### config.mk
export PLATFORM = sky130hd
export DESIGN_NAME = mu0_sequencer
export DESIGN_NICKNAME = d
export VERILOG_FILES = /design/src/rtl/mu0_sequencer.sv
export SDC_FILE = /design/constraint.sdc
export NUM_CORES = 1
export LEC_CHECK = 0
export CAP_MARGIN = 15
export CORE_AREA = 5 5 42 44
export DETAILED_ROUTE_END_ITERATION = 12
export DIE_AREA = 0 0 47 49
export SYNTH_ARGS = -nofsm -noshare
export SYNTH_HDL_FRONTEND = slang
export SYNTH_SLANG_ARGS = --single-unit
### constraint.sdc
create_clock -name Clk -period 0.99 [get_ports Clk]
set_input_delay 0.1485 -clock Clk [delete_from_list [all_inputs] [get_ports Clk]]
set_output_delay 0.1485 -clock Clk [all_outputs]
set_load 0.05 [all_outputs]
### src/rtl/mu0_sequencer.sv
// mu0_sequencer: MU0 fetch/execute control FSM with fixed memory wait states.
module mu0_sequencer #(
    parameter int WAIT_CYCLES = 0
) (
    input  logic       Clk,
    input  logic       Reset_n,
    input  logic [3:0] F,
    input  logic       N,
    input  logic       Z,
    output logic       Addr_sel,
    output logic       X_sel,
    output logic       Y_sel,
    output logic [1:0] ALU_fs,
    output logic       PC_En,
    output logic       IR_En,
    output logic       Acc_En,
    output logic       Mem_rEn,
    output logic       Mem_wEn,
    output logic       Halted,
    output logic [1:0] State
);
    localparam logic [1:0] FETCH = 2'b00;
    localparam logic [1:0] EXEC  = 2'b01;
    localparam logic [1:0] HALT  = 2'b10;
    localparam logic [2:0] LAST  = 3'(WAIT_CYCLES);

    logic [1:0] state_q, state_d;
    logic [2:0] cnt_q, cnt_d;
    logic       mem_op, last;
    logic       pc_en, ir_en, acc_en, rd, wr;

    assign mem_op = F[3:2] == 2'b00;
    // register-only instructions finish in one cycle regardless of the wait count
    assign last   = (cnt_q == LAST) || (state_q == EXEC && !mem_op);

    always_comb begin
        state_d  = state_q;
        cnt_d    = last ? 3'd0 : cnt_q + 3'd1;
        Addr_sel = 1'b0;
        X_sel    = 1'b0;
        Y_sel    = 1'b0;
        ALU_fs   = 2'b00;
        pc_en    = 1'b0;
        ir_en    = 1'b0;
        acc_en   = 1'b0;
        rd       = 1'b0;
        wr       = 1'b0;
        case (state_q)
            FETCH: begin
                X_sel   = 1'b1;
                ALU_fs  = 2'b10;
                rd      = 1'b1;
                ir_en   = last;
                pc_en   = last;
                state_d = last ? EXEC : FETCH;
            end
            EXEC: begin
                state_d = !last ? EXEC : (F == 4'd7) ? HALT : FETCH;
                case (F)
                    4'd0: begin
                        Addr_sel = 1'b1;
                        rd       = 1'b1;
                        acc_en   = last;
                    end
                    4'd1: begin
                        Addr_sel = 1'b1;
                        wr       = 1'b1;
                    end
                    4'd2, 4'd3: begin
                        Addr_sel = 1'b1;
                        rd       = 1'b1;
                        ALU_fs   = F[0] ? 2'b11 : 2'b01;
                        acc_en   = last;
                    end
                    4'd4: begin
                        Y_sel = 1'b1;
                        pc_en = 1'b1;
                    end
                    4'd5: begin
                        Y_sel = 1'b1;
                        pc_en = !N;
                    end
                    4'd6: begin
                        Y_sel = 1'b1;
                        pc_en = !Z;
                    end
                    default: ;
                endcase
            end
            HALT:    cnt_d = 3'd0;
            default: begin
                state_d = FETCH;
                cnt_d   = 3'd0;
            end
        endcase
    end

    always_ff @(posedge Clk or negedge Reset_n) begin
        if (!Reset_n) begin
            state_q <= FETCH;
            cnt_q   <= 3'd0;
        end else begin
            state_q <= state_d;
            cnt_q   <= cnt_d;
        end
    end

    // reset gates every enable so an aborted access leaves no partial write
    assign PC_En   = Reset_n & pc_en;
    assign IR_En   = Reset_n & ir_en;
    assign Acc_En  = Reset_n & acc_en;
    assign Mem_rEn = Reset_n & rd;
    assign Mem_wEn = Reset_n & wr;
    assign Halted  = state_q == HALT;
    assign State   = state_q;
endmodule

==> impl_metrics.py, run 1 <==
metrics = {
    "status": {
        "outcome": "finished, violations left",
        "violations": "setup timing",
    },
    "global_routing": {
        "grt_max_degree": 7,
        "antenna_found_initial": 0,
        "grt_pass1_vias": 444,
        "grt_first_pass_wirelength_mm": 1.904,
        "track_usage_pct": 10.96,
        "grt-ovfl-total": 0,
    },
    "power": {
        "p_leak_nw": 0.4135,
        "peakVddDrop_mv": 0.5514,
        "p_per_area_nw_per_um2": 534.8,
    },
    "setup_path": {
        "worstPathArrival_ns": 1.45,
        "crit_required_ns": 0.84,
        "critPathLaunchType": "input port",
        "end_kind": "output port",
        "crit_fanout": 2,
        "setup.worst_path.class": "input port to output port",
    },
    "layout": {
        "multi_input_area_sq_um": 279.0,
        "ff_latch_area_sq_um": 130.1,
        "most-common-layout-cells": "13 x buf_12, 12 x buf_4, 5 x inv_1",
        "areaGrowthSynthToFinish_pct": 157.8,
        "fill_cells": 114,
        "final_common_cell": "buf_12",
        "nets": 94,
        "layout-drive-gt1-share_pct": 60.24,
        "utilization_pct": 66.52,
        "num_antenna_cells": 0,
    },
    "timing": {
        "rsz0062_at_grt": "yes",
        "timing.final.ws_setup_ns": -0.6104,
        "drv_slew": 0,
        "whs_ns": 0.3582,
        "clock.fmax_mhz": 624.9,
        "setup_viol": 17,
        "slew_headroom_pct": 80.47,
        "hold_violations": 0,
        "skew_ns": 0.002285,
        "tightest_slew_ns": 0.2918,
        "timing.final.crit_share_pct": 161.7,
        "fin_crit_ns": 1.600,
    },
    "cts": {
        "clockBufferDepth": 2,
        "clockRootBuffer": "clkbuf_4",
        "cts_tree": "done",
        "cts_buffers": 3,
        "clkTransAtPathRegs_ns": 0.04,
        "insertion_delay_ns": 0.24,
        "cts_sinks": 5,
        "cts-htree-levels": 1,
    },
    "yosys": {
        "synth.area.top_cells": "dfrtp_1 35%, inv_1 7.3%, ha_1 6.9%, nor4b_4 6.6%, nor2_1 6.2%",
        "syn_area_sq_um": 361.6,
        "synth_top_area_share_pct": 34.60,
        "synthCells": 44,
        "ys_types": 19,
        "synth_fp_nets": 54,
        "synth_seq_cells": 5,
        "synth_warnings": 0,
        "syn_avg_cell_area_sq_um": 8.218,
        "yosysTopAreaCell": "dfrtp_1",
        "ys_seq_area_share_pct": 34.60,
    },
    "routing": {
        "drt_iter0_markers": 2,
        "wl_per_cell_microns": 11.54,
        "drc": 0,
        "drt_pass1_iterations": 4,
        "wl_mm": 1.142,
        "via_per_inst": 4.424,
        "vias": 438,
        "ant_nets": 0,
    },
    "floorplan": {
        "die-width_microns": 47,
        "dieHeight_microns": 49,
        "rows": 14,
        "ios": 21,
        "core_sq_um": 1401,
        "die_area_sq_um": 2303,
        "initial_core_util_pct": 25.80,
    },
    "run": {
        "cap_violations": 0,
    },
    "placed_design": {
        "globalplace.congestion": 0.7668,
        "hpwl_microns": 925,
        "port_buffers": 20,
    },
    "hold_path": {
        "min_path_type": "input port to async pin",
    },
}
-- per-stage QoR --
stage,power [mW],area [sq um],setup slack (ns),TNS (ns),cells
floorplan,0.2173,404.1,-1.027,-8.117,44
global placement,0.2749,837.1,-0.7065,-7.176,91
detailed placement,0.2756,837.1,-0.7293,-7.244,91
CTS,0.5130,907.1,-0.6144,-6.750,97
global route,0.5345,932.1,-0.6948,-8.102,99
finish,0.4985,932.1,-0.6104,-6.965,99
-- cell type report --
class | count | share of cell area, %
timing repair buffer | 35 | 48.32
inverter | 7 | 2.819
sequential | 5 | 13.96
clock buffer | 4 | 2.819
tap | 16 | 2.148
multi-input combinational | 32 | 29.93
-- flip-flops by register name (all words and copies together) (netlist names) --
name   count
State      2
cnt_q      3
-- metal layers --
| layer | up-vias | track usage (%) | routed length [microns] |
|---|---|---|---|
| met2 | 13 | 17.19 | 600 |
| li1 | 226 | - | - |
| met3 | 0 | 1.845 | 93 |
| met4 | 0 | 5.530 | 0 |
| met5 | - | 0 | 0 |
| met1 | 199 | 13.81 | 449 |
-- path summary, 6_finish.rpt --
check,cells past startpoint,to,slack (ns),from
min reg2reg,2,cnt_q[0],0.52,cnt_q[0]
min,2,cnt_q[0],0.36,Reset_n
max,5,ALU_fs[1],-0.61,F[1]
max reg2reg,5,State[0],-0.28,State[0]
max in group asynchronous,2,State[0],0.51,Reset_n
min in group Clk,3,State[1],0.45,F[0]
-- report_power, final --
part,switching [mW],leakage [nW],internal (mW)
clock network,0.0766,0.0150,0.152
logic,0.0305,0.336,0.0343
registers,0,0.0623,0.205
total,0.107,0.414,0.391
-- logic make-up (layout without fill, tap and decap cells) --
group                    after synthesis  in the layout  synth area share (%)
adder cells (fa/ha/maj)                2              2                 6.919
flip-flops                             5              5                 34.60
AO/OA/AOI/OAI                          8              8                 12.46
XOR/XNOR                               1              1                 2.423
AND/OR/NAND/NOR                       20             20                 33.22
multiplexers                           1              1                 3.114
buffers and inverters                  7             46                 7.268
-- cells in the mapped netlist --
cell      number
dfrtp_1        5
xnor2_1        1
nand4_1        2
and4b_1        1
and2_2         1
o21ai_0        3
mux2_2         1
o22ai_1        1
ha_1           2
nand3_1        2
a21oi_1        3
nand2_1        4
nor4b_4        1
nor2b_1        1
inv_1          7
or3_1          1
o21ai_2        1
nand2b_1       1
nor2_1         6
-- critical path, stage by stage --
cell and delay, ns:
clkdlybuf4s50_1 0.49, nand2_1 0.08, or3_1 0.38, a21oi_2 0.20
buf_12 0.15
-- what timing repair did --
item	4_1_cts	5_1_grt
buffers inserted	3	3
gates resized for setup	14	3
pin swaps	5	4
hold buffers	0	0
setup endpoints to repair	18	18
cloned	0	0
Note: power is estimated with default switching activity, not from simulation.
==> run 2, diff against run 1 <==
--- a/config.mk
+++ b/config.mk
@@ -5,10 +5,11 @@
 export SDC_FILE = /design/constraint.sdc
 export NUM_CORES = 1
 export LEC_CHECK = 0
-export CAP_MARGIN = 15
-export CORE_AREA = 5 5 42 44
+export CAP_MARGIN = 10
+export CORE_AREA = 2 2 39 41
 export DETAILED_ROUTE_END_ITERATION = 12
-export DIE_AREA = 0 0 47 49
+export DIE_AREA = 0 0 41 43
+export PLACE_DENSITY = 0.7
 export SYNTH_ARGS = -nofsm -noshare
 export SYNTH_HDL_FRONTEND = slang
 export SYNTH_SLANG_ARGS = --single-unit
==> impl_metrics.py, run 2 (synthesis results as in run 1) <==
metrics = {
    "floorplan": {
        "die_area_sq_um": 1763,
        "die-width_microns": 41,
        "ios": 21,
        "core_sq_um": 1384,
        "rows": 14,
        "dieHeight_microns": 43,
        "initial_core_util_pct": 26.13,
    },
    "status": {
        "violations": "setup timing",
        "outcome": "finished, violations left",
    },
    "setup_path": {
        "setup.worst_path.class": "flip-flop to output port",
        "crit_required_ns": 0.84,
        "critPathLaunchType": "flip-flop",
        "end_kind": "output port",
        "worstPathArrival_ns": 1.45,
        "r2r_slack_ns": -0.19,
        "crit_fanout": 4,
    },
    "global_routing": {
        "grt-ovfl-total": 0,
        "grt_max_degree": 7,
        "grt_pass1_vias": 513,
        "track_usage_pct": 20.73,
        "antenna_found_initial": 0,
        "grt_first_pass_wirelength_mm": 2.366,
    },
    "cts": {
        "insertion_delay_ns": 0.24,
        "cts_sinks": 5,
        "clockRootBuffer": "clkbuf_4",
        "cts_buffers": 3,
        "cts_tree": "done",
        "cts-htree-levels": 1,
        "clkTransAtPathRegs_ns": 0.04,
        "clockBufferDepth": 2,
        "postCtsHoldBufs": 0,
    },
    "run": {
        "cap_violations": 0,
    },
    "timing": {
        "clock.fmax_mhz": 627.1,
        "timing.final.ws_setup_ns": -0.6045,
        "timing.final.crit_share_pct": 161.1,
        "fin_crit_ns": 1.595,
        "rsz0062_at_grt": "yes",
        "tightest_slew_ns": 0.3199,
        "fin_tns_setup_ns": -6.530,
        "hold_violations": 0,
        "setup_viol": 17,
        "slew_headroom_pct": 78.61,
        "drv_slew": 0,
        "skew_ns": 0.00009753,
    },
    "power": {
        "p_per_area_nw_per_um2": 502.4,
        "p_leak_nw": 0.4474,
        "peakVddDrop_mv": 0.5853,
    },
    "layout": {
        "largest_register_ffs": 3,
        "final_common_cell": "buf_4",
        "fill_cells": 104,
        "ff_latch_area_sq_um": 130.1,
        "layout.cells.non_filler": 102,
        "regMostFlops": "cnt_q",
        "layout-drive-gt1-share_pct": 70.93,
        "multi_input_area_sq_um": 334.1,
        "most-common-layout-cells": "15 x buf_4, 13 x buf_12, 4 x inv_1, 4 x clkdlybuf4s50_1",
        "num_antenna_cells": 0,
        "areaGrowthSynthToFinish_pct": 180.3,
        "nets": 97,
    },
    "hold_path": {
        "min_path_type": "input port to flip-flop",
    },
    "routing": {
        "drt_iter0_markers": 10,
        "wl_mm": 1.448,
        "ant_nets": 0,
        "via_per_inst": 4.716,
        "drc": 0,
        "vias": 481,
        "drt_pass1_iterations": 4,
        "wl_per_cell_microns": 14.20,
    },
    "placed_design": {
        "pre_cts_slack_ns": -0.6398,
        "hpwl_mm": 1.057,
        "port_buffers": 20,
        "place_inst": 94,
        "globalplace.congestion": 0.8177,
    },
}
## run 2: critical path: stages, from the launching register on
cell and delay [ns]:
dfrtp_2 0.43, nor4b_4 0.30, o21ai_2 0.16, a21oi_4 0.17, buf_12 0.15
## run 2: through the flow
step                      cell area [sq um]  power (mW)  utilization [%]  hold WS, ns
after floorplan                       404.1      0.2173                -      -0.1471
after global placement                859.6      0.2780            62.12       0.5054
after detailed placement              859.6      0.2797            62.12       0.5129
after CTS                             977.2      0.5212            70.61       0.3534
after global routing                   1013      0.5392            73.24       0.3745
final                                  1013      0.5092            73.24       0.3632
## run 2: timing repair
item                                    4_1_cts  5_1_grt
setup buffers                                 6        1
gates resized for setup                      20        8
pin swaps                                     7        4
endpoints found under the setup margin       18       18
cloned                                        0        0
## run 2: path summary, 6_finish.rpt
| kind | from | to | depth (start not counted) |
|---|---|---|---|
| setup / recovery | State[1] | Mem_rEn | 4 |
| hold / removal | F[0] | State[1] | 4 |
| setup reg to reg | State[0] | State[0] | 4 |
| hold reg to reg | cnt_q[0] | cnt_q[0] | 2 |
| max in group asynchronous | Reset_n | State[0] | 2 |
| min in group asynchronous | Reset_n | State[0] | 2 |
## run 2: area by class of cell
| type | instances | area share, % |
|---|---|---|
| inverter | 7 | 2.593 |
| clock buffer | 4 | 2.593 |
| sequential | 5 | 12.84 |
| tap | 16 | 1.975 |
| timing repair buffer | 38 | 47.04 |
| multi-input combinational | 32 | 32.96 |
## run 2: layer usage
layer	up-vias	routed length [microns]	global-route usage (%)
met5	-	0	0
met4	0	21	12.67
met3	2	56	3.141
met2	18	815	31.25
met1	227	554	26.32
li1	234	-	-
## run 2: power breakdown
group / switching (mW) / internal (mW) / leakage [nW]
Sequential: 0 / 0.205 / 0.0623
Combinational: 0.0377 / 0.0389 / 0.370
Clock: 0.0755 / 0.152 / 0.0150
